[config.mk]
export PLATFORM = sky130hd
export DESIGN_NAME = imagen_uart_tx
export DESIGN_NICKNAME = d
export VERILOG_FILES = /design/src/rtl/imagen_uart_tx.sv
export SDC_FILE = /design/constraint.sdc
export NUM_CORES = 1
export LEC_CHECK = 0
export BUFFER_PORTS_ARGS = -buffer_cell sky130_fd_sc_hd__buf_2
export CORE_UTILIZATION = 50
export DETAILED_ROUTE_END_ITERATION = 8
export PLACE_DENSITY = 0.72
export SYNTH_ARGS = -nofsm -noshare
export SYNTH_HDL_FRONTEND = slang
export SYNTH_SLANG_ARGS = --single-unit
[constraint.sdc]
create_clock -name clk -period 3.94 [get_ports clk]
set_input_delay 0.788 -clock clk [delete_from_list [all_inputs] [get_ports clk]]
set_output_delay 0.788 -clock clk [all_outputs]
set_load 0.02 [all_outputs]
[src/rtl/imagen_uart_tx.sv]
// imagen_uart_tx: streams image memory out on a UART TX line, one byte per pixel.
// Define IMAGEN_UART_TX_PARITY_EN for an even-parity bit (8E1); default is 8N1.
module imagen_uart_tx #(
  parameter int ADDR_W       = 16,
  parameter int N_PIXELS     = 65536,
  parameter int CLKS_PER_BIT = 434,
  parameter int RD_LAT       = 2
) (
  input  logic              clk,
  input  logic              rst,
  input  logic              start,
  input  logic [ADDR_W-1:0] base_addr,
  output logic [ADDR_W-1:0] imRAddress,
  output logic              imRe,
  input  logic [7:0]        imRd,
  output logic              tx,
  output logic              busy,
  output logic              done
);

  localparam int CNT_W = $clog2(CLKS_PER_BIT + 4);
  localparam logic [CNT_W-1:0] LP_BIT_LAST = CNT_W'(CLKS_PER_BIT - 1);
  localparam logic [CNT_W-1:0] LP_RD_LAST = CNT_W'(RD_LAT);
  localparam logic [ADDR_W-1:0] LP_PIX_LAST = ADDR_W'(N_PIXELS - 1);

  typedef enum logic [2:0] {
    S_IDLE,
    S_FETCH,
    S_START,
    S_DATA,
    S_PARITY,
    S_STOP,
    S_DONE
  } state_t;

  state_t             r_state;
  state_t             w_next;
  logic [CNT_W-1:0]   r_cnt;
  logic [2:0]         r_bit;
  logic [7:0]         r_shift;
  logic [ADDR_W-1:0]  r_addr;
  logic [ADDR_W-1:0]  r_pix;
  logic               w_bit_end;
  logic               w_rd_done;
  logic               w_imre;
  logic               w_tx;
  logic               w_busy;
  logic               w_done;
`ifdef IMAGEN_UART_TX_PARITY_EN
  logic               r_par;
`endif

  assign w_bit_end = (r_cnt == LP_BIT_LAST);
  assign w_rd_done = (r_cnt == LP_RD_LAST);

  assign imRAddress = r_addr;
  assign imRe       = w_imre;
  assign tx         = w_tx;
  assign busy       = w_busy;
  assign done       = w_done;

  // State register
  always_ff @(posedge clk or posedge rst) begin
    if (rst) r_state <= S_IDLE;
    else     r_state <= w_next;
  end

  // Next-state and output decode
  always_comb begin
    w_next = r_state;
    w_imre = 1'b0;
    w_tx   = 1'b1;
    w_busy = 1'b1;
    w_done = 1'b0;
    unique case (r_state)
      S_IDLE: begin
        w_busy = 1'b0;
        if (start) w_next = S_FETCH;
      end
      S_FETCH: begin
        w_imre = (r_cnt == '0);
        if (w_rd_done) w_next = S_START;
      end
      S_START: begin
        w_tx = 1'b0;
        if (w_bit_end) w_next = S_DATA;
      end
      S_DATA: begin
        w_tx = r_shift[0];
        if (w_bit_end && r_bit == 3'd7) begin
`ifdef IMAGEN_UART_TX_PARITY_EN
          w_next = S_PARITY;
`else
          w_next = S_STOP;
`endif
        end
      end
`ifdef IMAGEN_UART_TX_PARITY_EN
      S_PARITY: begin
        w_tx = r_par;
        if (w_bit_end) w_next = S_STOP;
      end
`endif
      S_STOP: begin
        if (w_bit_end) begin
          if (r_pix == LP_PIX_LAST) w_next = S_DONE;
          else                      w_next = S_FETCH;
        end
      end
      S_DONE: begin
        w_busy = 1'b0;
        w_done = 1'b1;
        w_next = S_IDLE;
      end
      default: begin
        w_busy = 1'b0;
        w_next = S_IDLE;
      end
    endcase
  end

  // Bit/fetch timer: restarts on each state change and each data bit
  always_ff @(posedge clk or posedge rst) begin
    if (rst) begin
      r_cnt <= '0;
    end else if (w_next != r_state ||
                 (r_state == S_DATA && w_bit_end)) begin
      r_cnt <= '0;
    end else if (r_state != S_IDLE) begin
      r_cnt <= r_cnt + CNT_W'(1);
    end
  end

  // Shift register: load the fetched pixel, shift out LSB first
  always_ff @(posedge clk or posedge rst) begin
    if (rst) begin
      r_shift <= '0;
      r_bit   <= '0;
    end else if (r_state == S_FETCH && w_rd_done) begin
      r_shift <= imRd;
      r_bit   <= '0;
    end else if (r_state == S_DATA && w_bit_end) begin
      r_shift <= {1'b0, r_shift[7:1]};
      r_bit   <= r_bit + 3'd1;
    end
  end

`ifdef IMAGEN_UART_TX_PARITY_EN
  // Even parity of the byte, captured with the byte
  always_ff @(posedge clk or posedge rst) begin
    if (rst)                               r_par <= 1'b0;
    else if (r_state == S_FETCH && w_rd_done) r_par <= ^imRd;
  end
`endif

  // Address and pixel count; address only advances when another read follows
  always_ff @(posedge clk or posedge rst) begin
    if (rst) begin
      r_addr <= '0;
      r_pix  <= '0;
    end else if (r_state == S_IDLE && start) begin
      r_addr <= base_addr;
      r_pix  <= '0;
    end else if (r_state == S_STOP && w_bit_end) begin
      r_pix <= r_pix + ADDR_W'(1);
      if (w_next == S_FETCH) r_addr <= r_addr + ADDR_W'(1);
    end
  end

endmodule

==> run_results.csv, run 1 <==
group,metric,value,unit
status,status,"complete, no violations",
cts,ctsResizeCount,0,
final_layout,syn_to_final_growth,13.5,%
grt,grt_max_degree,34,
critical_path,cp-start-kind,"register",
final_layout,finalNetCount,422,
final_layout,nFillCells,537,
timing,period_share,67.0,%
routing,wl_per_cell,14.4,µm
placed_design,post-place-ws,1340,ps
critical_path,cp_slowest_stage_delay,610,ps
critical_path,worstPathArrival,1850,ps
grt,top_usage_layer,"met2",
grt,grt_pass1_vias,2455,
min_path,hp-class,"register to register",
power,cellLeakagePower,1.46,nW
logic_synthesis,synth-edff-count,0,
routing,dr.first_iter.drc_count,132,
grt,met1_usage,31.6,%
cts,htree_levels,2,
grt,gr-total-overflow,0,
cts,hold_buffers,0,
power,p_int,0.707,mW
logic_synthesis,async_reset_ff_share,100,%
power,p_per_area,266,mW/mm²
critical_path,path_delay_family,"simple AND/OR/NAND/NOR gates",
floorplan,num_rows,28,
routing,wl,6.67,mm
logic_synthesis,synth_warnings,0,
grt,grt_antenna_before_repair,0,
run,drv_cap,0,
logic_synthesis,synth_top_area_share,45.0,%
power,ir_drop,0.000150,V
timing,grt_setup_unrepaired,"false",
final_layout,diodes,0,
final_layout,fin_util,58.6,%
cts,cts-buffers-inserted,5,
critical_path,path_class,"register to primary output",
power,clockPowerShare,35.2,%
critical_path,critPathSlowestCell,"or4_1",
logic_synthesis,synth_cell_types,43,
cts,cts_setup_buffers,0,
routing,drc,0,
timing,tightest_slew,729,ps
grt,met3_usage,4.20,%
routing,antenna_left,0,
logic_synthesis,synth_seq_cells,55,
logic_synthesis,yosysTopAreaCell,"dfrtp_1",
power,comb_power_share,3.1,%
critical_path,critPathBufInv,1,
power,report.power.total,0.924,mW
critical_path,crit_chain,"or4_1 -> nor2_1 -> and4b_1 -> buf_2",
timing,timing.slew.headroom,51.3,%
floorplan,die_x,80.2,µm
cts,cts_buffer_depth,2,
timing,final.setup_skew,9.19,ps
cts,cts_root_buffer,"clkbuf_8",
placed_design,io_buffer_count,46,
placed_design,gp_congestion,0.862,
floorplan,dieArea,0.00643,mm²
cts,insertion_delay,320,ps
timing,finalSetupViolCount,0,
critical_path,required,3150,ps
logic_synthesis,syn_nets,377,
timing,drv_slew,0,
cts,clk_pin_slew,110,ps
logic_synthesis,yosysSeqAreaShare,45.0,%
routing,vias_per_cell,5.73,
grt,use_met2,36.6,%
timing,fin_ws,1300,ps
critical_path,critPathCaptureType,"primary output",
cts,cts_sinks,55,
power,seqPwrFrac,61.7,%
logic_synthesis,ys.flop_type,"dfrtp_1",
floorplan,io_pins,47,
power,swShare,23.5,%
floorplan,core_area,0.00592,mm²
placed_design,hpwlAfterDp,4.84,mm
final_layout,final_cells,463,
placed_design,placed_cells,455,
cts,cts_tree,"done",
routing,first_pass_iters,6,
grt,grt.total_usage,22.8,%
final_layout,drive_gt1_share,17.5,%
logic_synthesis,syn-instance-count,342,
critical_path,path_max_fanout,4,
timing,layout_min_cycle_time,2640,ps
logic_synthesis,avgSynthCellArea,8.94,µm²
timing,final_hold_viol_count,0,
routing,via_count,2651,
timing,max_freq,0.379,GHz
logic_synthesis,synth_area_leaders,"dfrtp_1 45%, nand2_1 7.2%, xnor2_1 5.4%",
timing,finalSetupTns,0,ps
floorplan,start_util,51.6,%
logic_synthesis,syn_area,0.00306,mm²
floorplan,fp.dieH,80.2,µm
power,switchingPower,0.217,mW
grt,grt_pass1_wl,11.4,mm
area by class of cell:
cell class	count	area, µm²	area share [%]
flip-flops and latches	55	1380	39.7
multi-input cells	266	1600	46.2
clock buffers	5	68.8	1.98
clock inverters	3	25.0	0.721
well taps	75	93.8	2.70
inverters	7	26.3	0.757
repair buffers	52	275	7.93
routing by layer:
metal	part of all wire, %	vias to the layer above
met5	0	-
li1	-	1300
met1	47	1277
met4	0.62	0
met3	4.5	2
met2	48	72
power by group through the flow:
stage,clock [mW],sequential (mW),combinational (mW)
after detailed placement,0,0.582,0.0296
final,0.325,0.570,0.0286
after CTS,0.334,0.570,0.0298
after global placement,0,0.581,0.0291
after floorplan,0,0.581,0.0114
after global routing,0.350,0.571,0.0333
cell usage in the layout (no fill, tap or decap), types with 4 or more instances in the layout:
cell type | netlist | final
a21oi_1 | 7 | 7
a22oi_1 | 8 | 8
and3_1 | 5 | 5
and4_1 | 7 | 7
buf_2 | 2 | 46
buf_4 | 0 | 6
clkbuf_8 | 0 | 5
dfrtp_1 | 55 | 55
ha_1 | 8 | 8
inv_1 | 7 | 6
nand2_1 | 59 | 59
nand3_1 | 18 | 18
nand4_1 | 12 | 12
nor2_1 | 30 | 30
nor3_1 | 14 | 14
nor4_1 | 8 | 6
o21ai_0 | 16 | 16
or3_1 | 4 | 4
or4_1 | 5 | 5
xnor2_1 | 19 | 19
xor2_1 | 14 | 14
tightest hold or removal path, delay by kind of cell (launching register included):
family	cells	cell delay, ps
flip-flops	1	360
AND/OR/NAND/NOR	2	100
path summary, 6_finish.rpt:
| check | slack [ps] | start | depth (start not counted) | endpoint |
|---|---|---|---|---|
| worst min-delay path | 490 | r_shift[2]$_DFFE_PP0P_ | 2 | r_shift[2]$_DFFE_PP0P_ |
| worst min register to register | 490 | r_shift[2]$_DFFE_PP0P_ | 2 | r_shift[2]$_DFFE_PP0P_ |
| worst max register to register | 1300 | r_cnt[1]$_DFFE_PP0P_ | 7 | imRAddress[12]$_DFFE_PP0P_ |
| worst max-delay path | 1300 | r_cnt[8]$_DFFE_PP0P_ | 4 | imRe |
| max in group asynchronous | 2580 | rst | 3 | imRAddress[10]$_DFFE_PP0P_ |
| min in group asynchronous | 580 | rst | 2 | r_shift[4]$_DFFE_PP0P_ |
Yosys cell counts, drive strengths merged (5+ instances only):
cell     n
nand2   59
dfrtp   55
nor2    31
xnor2   19
nand3   18
o21ai   17
nor3    15
xor2    14
nand4   12
clkbuf  11
a22oi    8
ha       8
nor4     8
a21oi    7
and4     7
inv      7
and3     5
or3      5
or4      5
per-stage QoR:
step	hold WS, ps	instance area (µm²)
finish	489	3470
global route	514	3470
CTS	490	3470
detailed placement	466	3380
global placement	454	3380
floorplan	440	3060
registers in the layout (all words and copies together), names as in the netlist:
signal	flops
r_bit	3
r_pix	16
r_shift	8
r_state	3
r_cnt	9
imRAddress	16
cell families after synthesis:
| logic type | synth area share [%] |
|---|---|
| buf+inv | 2.91 |
| xor+xnor | 9.46 |
| compound gates | 9.58 |
| mux | 0.327 |
| simple gates | 29.4 |
| flops | 45.0 |
| fa+ha+maj | 3.27 |
Note: power is estimated with default switching activity, not from simulation.
==> inputs of run 2 (changes only) <==
--- a/config.mk
+++ b/config.mk
@@ -8,7 +8,7 @@
 export BUFFER_PORTS_ARGS = -buffer_cell sky130_fd_sc_hd__buf_2
 export CORE_UTILIZATION = 50
 export DETAILED_ROUTE_END_ITERATION = 8
-export PLACE_DENSITY = 0.72
+export PLACE_DENSITY = 0.74
 export SYNTH_ARGS = -nofsm -noshare
 export SYNTH_HDL_FRONTEND = slang
 export SYNTH_SLANG_ARGS = --single-unit
==> constraint.sdc (replaced) <==
create_clock -name clk -period 2.3 [get_ports clk]
set_input_delay 0.46 -clock clk [delete_from_list [all_inputs] [get_ports clk]]
set_output_delay 0.46 -clock clk [all_outputs]
set_load 0.02 [all_outputs]
==> run 2 against run 1 <==
Net effect:
- first-iteration DRC count shrank 1.5%
- die area stayed put
- flip-flop and latch count is the same
- via count increased by 0.72%
- wire length is 1.9% higher
- critical endpoint unchanged
==> run_results.csv, run 2 (same netlist as run 1, synthesis figures left out) <==
group,metric,value,unit
critical_path,path_class,"register to primary output",
cts,cts_tree,"done",
cts,htree_levels,2,
critical_path,path_max_fanout,4,
routing,drc,0,
floorplan,core_area,0.00592,mm²
final_layout,syn_to_final_growth,21.9,%
power,cellLeakagePower,1.59,nW
final_layout,diodes,0,
grt,grt_pass1_vias,2525,
critical_path,rr_worst_depth,8,
min_path,hp-class,"input port to asynchronous set/reset pin",
floorplan,num_rows,28,
critical_path,worstPathArrival,1810,ps
placed_design,placed_cells,470,
grt,gr-total-overflow,0,
cts,insertion_delay,300,ps
power,switchingPower,0.342,mW
final_layout,finalNetCount,440,
cts,hold_buffers,0,
power,seqPwrFrac,62.1,%
critical_path,reg2reg_slack,140,ps
timing,max_freq,0.441,GHz
timing,fin_ws,32.9,ps
power,clockPowerShare,34.7,%
routing,antenna_left,0,
cts,clk_pin_slew,100,ps
floorplan,die_x,80.2,µm
timing,timing.slew.headroom,55.8,%
final_layout,drive_gt1_share,24.7,%
critical_path,r2r-end,"imRAddress[13]$_DFFE_PP0P_",
placed_design,hpwlAfterDp,4.88,mm
routing,first_pass_iters,4,
timing,grt_setup_unrepaired,"true",
placed_design,post-place-ws,8.50,ps
power,p_int,1.23,mW
power,comb_power_share,3.2,%
routing,wl_per_cell,14.1,µm
floorplan,io_pins,47,
run,drv_cap,0,
routing,wl,6.79,mm
placed_design,gp_congestion,0.810,
timing,finalSetupViolCount,0,
timing,whs,187,ps
cts,cts-buffers-inserted,5,
routing,dr.first_iter.drc_count,130,
critical_path,cp-start-kind,"register",
timing,layout_min_cycle_time,2270,ps
cts,cts_buffer_depth,2,
power,ir_drop,0.000247,V
status,status,"complete, no violations",
grt,grt.total_usage,22.6,%
timing,final_hold_viol_count,0,
critical_path,critPathCaptureType,"primary output",
critical_path,required,1840,ps
final_layout,final_cells,480,
power,p_per_area,422,mW/mm²
critical_path,worstReg2RegStart,"r_cnt[1]$_DFFE_PP0P_",
power,swShare,21.8,%
grt,grt_pass1_wl,11.4,mm
floorplan,fp.dieH,80.2,µm
timing,final.setup_skew,3.10,ps
final_layout,layout_commonest_cell,"nand2_1",
routing,via_count,2670,
timing,tightest_slew,660,ps
floorplan,dieArea,0.00643,mm²
cts,cts_root_buffer,"clkbuf_8",
cts,cts_sinks,55,
routing,vias_per_cell,5.56,
final_layout,fin_util,62.9,%
timing,period_share,98.6,%
timing,drv_slew,0,
final_layout,nFillCells,502,
grt,grt_max_degree,33,
placed_design,io_buffer_count,46,
grt,grt_antenna_before_repair,0,
floorplan,start_util,51.6,%
final_layout,mostFrequentLayoutCells,"59 x nand2_1, 54 x dfrtp_1, 45 x buf_2",
==> run 2: cell types whose count changed in the layout (fill, tap and decap cells not counted), sizes merged <==
cell / delta
buf: +18
clkinv: -1
clkinvlp: -1
clkbuf: +1
==> run 2: cell type report <==
type / count / area (µm²) / share of cell area (%)
multi-input cells: 266 / 1720 / 46.3
flip-flops and latches: 55 / 1380 / 37.0
repair buffers: 70 / 417 / 11.2
well taps: 75 / 93.8 / 2.52
clock buffers: 6 / 82.6 / 2.22
inverters: 7 / 26.3 / 0.705
clock inverters: 1 / 5.00 / 0.134
==> run 2: power groups by stage <==
stage / combinational (mW) / clock, mW / sequential (mW)
floorplan: 0.0195 / 0 / 0.995
global placement: 0.0506 / 0 / 0.996
detailed placement: 0.0521 / 0 / 0.996
CTS: 0.0523 / 0.560 / 0.977
global route: 0.0581 / 0.595 / 0.978
finish: 0.0498 / 0.546 / 0.977
==> run 2: worst max-delay path, cell delays in order, from the launching register on <==
cell and delay [ps]:
dfrtp_1 440, or4_4 600, nor2_1 100, and4b_1 220, buf_4 140
==> run 2: stage by stage <==
step / total power, mW / TNS (ps) / cell area (µm²)
floorplan: 1.01 / 0 / 3060
global placement: 1.05 / 0 / 3490
detailed placement: 1.05 / 0 / 3490
CTS: 1.59 / 0 / 3590
global route: 1.63 / -41.4 / 3730
finish: 1.57 / 0 / 3730
==> run 2: worst max-delay path by stage <==
| stage | start | end | depth (start not counted) |
|---|---|---|---|
| CTS | r_cnt[1]$_DFFE_PP0P_ | r_pix[15]$_DFFE_PP0P_ | 8 |
| floorplan | r_cnt[0]$_DFFE_PP0P_ | r_cnt[0]$_DFFE_PP0P_ | 7 |
| global route | r_cnt[8]$_DFFE_PP0P_ | imRe | 4 |
| global placement | r_cnt[0]$_DFFE_PP0P_ | r_bit[0]$_DFFE_PP0P_ | 8 |
| finish | r_cnt[8]$_DFFE_PP0P_ | imRe | 4 |
| detailed placement | r_cnt[1]$_DFFE_PP0P_ | r_pix[13]$_DFFE_PP0P_ | 8 |
==> run 2: routing by layer <==
metal	global-route usage, %	part of all wire (%)	vias to the layer above
met2	36.4	46	51
li1	-	-	1340
met4	5.18	0.78	0
met1	31.5	50	1273
met3	4.20	3.1	6
met5	0	0	-
==> run 2: timing repair <==
item,in CTS,in global routing
buffers inserted,0,3
cloned,0,0
gates resized for setup,2,21
setup endpoints to repair,2,33
==> inputs of run 3 (changes only) <==
--- a/config.mk
+++ b/config.mk
@@ -8,7 +8,7 @@
 export BUFFER_PORTS_ARGS = -buffer_cell sky130_fd_sc_hd__buf_2
 export CORE_UTILIZATION = 50
 export DETAILED_ROUTE_END_ITERATION = 8
-export PLACE_DENSITY = 0.74
+export PLACE_DENSITY = 0.86
 export SYNTH_ARGS = -nofsm -noshare
 export SYNTH_HDL_FRONTEND = slang
 export SYNTH_SLANG_ARGS = --single-unit
==> run 3 against run 2 <==
Net effect:
- core utilization up 0.44 points
- clock skew up 9.6 ps
- design area up 0.71%
- power up 3.1%
- clock-buffer cell count up 1
- critical path depth unchanged
- worst hold slack better by 13 ps
- flip-flop and latch count unchanged
- die area unchanged
- final cell count up 0.21%
- sequential share of layout area down 0.26 points
- largest cell class unchanged
- maximum frequency up 1.3%
- largest power group unchanged
==> run_results.csv, run 3 (same netlist as run 1, synthesis figures left out) <==
group,metric,value,unit
critical_path,path_class,"register to primary output",
critical_path,path_max_fanout,3,
cts,cts_root_buffer,"clkbuf_8",
routing,drc,0,
timing,tightest_slew,651,ps
timing,finalSetupTns,0,ps
critical_path,critPathCaptureType,"primary output",
grt,grt.total_usage,23.3,%
min_path,hp-class,"input port to asynchronous set/reset pin",
placed_design,hpwlAfterDp,5.04,mm
grt,grt_antenna_before_repair,0,
timing,layout_min_cycle_time,2240,ps
final_layout,nFillCells,460,
timing,drv_slew,0,
cts,cts_sinks,55,
routing,dr.first_iter.drc_count,177,
routing,wl_per_cell,14.9,µm
timing,final.setup_skew,12.7,ps
timing,finalSetupViolCount,0,
placed_design,placed_cells,469,
placed_design,io_buffer_count,46,
final_layout,mostFrequentLayoutCells,"59 x nand2_1, 54 x dfrtp_1, 46 x buf_2",
critical_path,reg2reg_slack,90,ps
final_layout,multi_input_area,0.00171,mm²
routing,first_pass_iters,5,
critical_path,rr_worst_depth,8,
timing,timing.slew.headroom,56.4,%
power,p_per_area,433,mW/mm²
floorplan,dieArea,0.00643,mm²
critical_path,endpoint,"imRe",
final_layout,diodes,0,
cts,hold_buffers,0,
power,ir_drop,0.000301,V
critical_path,required,1840,ps
final_layout,final_cells,481,
routing,vias_per_cell,5.73,
cts,htree_levels,2,
timing,period_share,97.3,%
critical_path,cp-start-kind,"register",
grt,grt_pass1_wl,11.7,mm
power,cellLeakagePower,1.58,nW
cts,insertion_delay,310,ps
cts,cts_buffer_depth,2,
placed_design,gp_congestion,0.860,
floorplan,core_area,0.00592,mm²
final_layout,finalNetCount,440,
grt,grt_max_degree,31,
critical_path,worstPathArrival,1780,ps
status,status,"complete, no violations",
cts,clk_pin_slew,100,ps
final_layout,syn_to_final_growth,22.8,%
floorplan,io_pins,47,
floorplan,start_util,51.6,%
final_layout,area.sequential,0.00138,mm²
floorplan,fp.dieH,80.2,µm
cts,cts_tree,"done",
timing,final_hold_viol_count,0,
timing,whs,199,ps
critical_path,worstReg2RegStart,"r_cnt[1]$_DFFE_PP0P_",
final_layout,drive_gt1_share,24.4,%
routing,via_count,2754,
routing,wl,7.15,mm
floorplan,num_rows,28,
timing,max_freq,0.447,GHz
critical_path,cp-startpoint,"r_cnt[4]$_DFFE_PP0P_",
cts,cts-buffers-inserted,5,
critical_path,r2r-end,"imRAddress[13]$_DFFE_PP0P_",
final_layout,layout_commonest_cell,"nand2_1",
floorplan,die_x,80.2,µm
run,drv_cap,0,
routing,antenna_left,0,
grt,gr-total-overflow,0,
grt,grt_pass1_vias,2554,
## run 3: final cells by class
cell class,count,area share (%)
multi-input combinational,266,45.5
clock inverter,1,0.200
sequential,55,36.7
timing repair buffer,70,11.8
tap,75,2.50
inverter,7,0.700
clock buffer,7,2.57
## run 3: repair_timing
action / 4_1_cts / 5_1_grt
endpoints found under the setup margin: 2 / 28
resized for setup: 2 / 18
buffers inserted: 0 / 4
hold endpoints to repair: 0 / 0
pin swaps: 0 / 1
## run 3: stage by stage
step           total power, mW  instance area [µm²]  setup slack (ps)  util (%)
2_1_floorplan             1.01                 3060              15.8         -
3_3_place_gp              1.05                 3510               113      59.2
3_5_place_dp              1.05                 3510              23.9      59.2
4_1_cts                   1.64                 3620              24.3      61.1
5_1_grt                   1.68                 3750             -45.0      63.4
6_report                  1.62                 3750              62.5      63.4
## run 3: layer usage
metal / vias up / track usage, % / part of all wire (%)
met1: 1312 / 31.8 / 46
met5: - / 0 / 0
met4: 0 / 6.25 / 0.90
met2: 98 / 37.3 / 48
met3: 8 / 5.45 / 5.4
li1: 1336 / - / -
## run 3: worst max-delay path: stages, from the launching register on
cell and delay, ps:
dfrtp_1 420, or4_4 570, nor2_1 100, and4b_1 210, buf_2 160
## run 3: how the worst min path moves through the flow
stage | end | slack (ps) | cells after the start
final | r_cnt[4]$_DFFE_PP0P_ | 200 | 2
after detailed placement | r_shift[2]$_DFFE_PP0P_ | 460 | 2
after global routing | r_cnt[7]$_DFFE_PP0P_ | 250 | 2
after floorplan | r_shift[2]$_DFFE_PP0P_ | 440 | 2
after CTS | r_cnt[5]$_DFFE_PP0P_ | 220 | 2
after global placement | r_shift[0]$_DFFE_PP0P_ | 460 | 2
## run 3: where the power goes
part           total [mW]  switching [mW]  internal [mW]
Clock               0.594           0.319          0.275
Sequential          0.977         0.00402          0.973
Combinational      0.0516          0.0298         0.0217
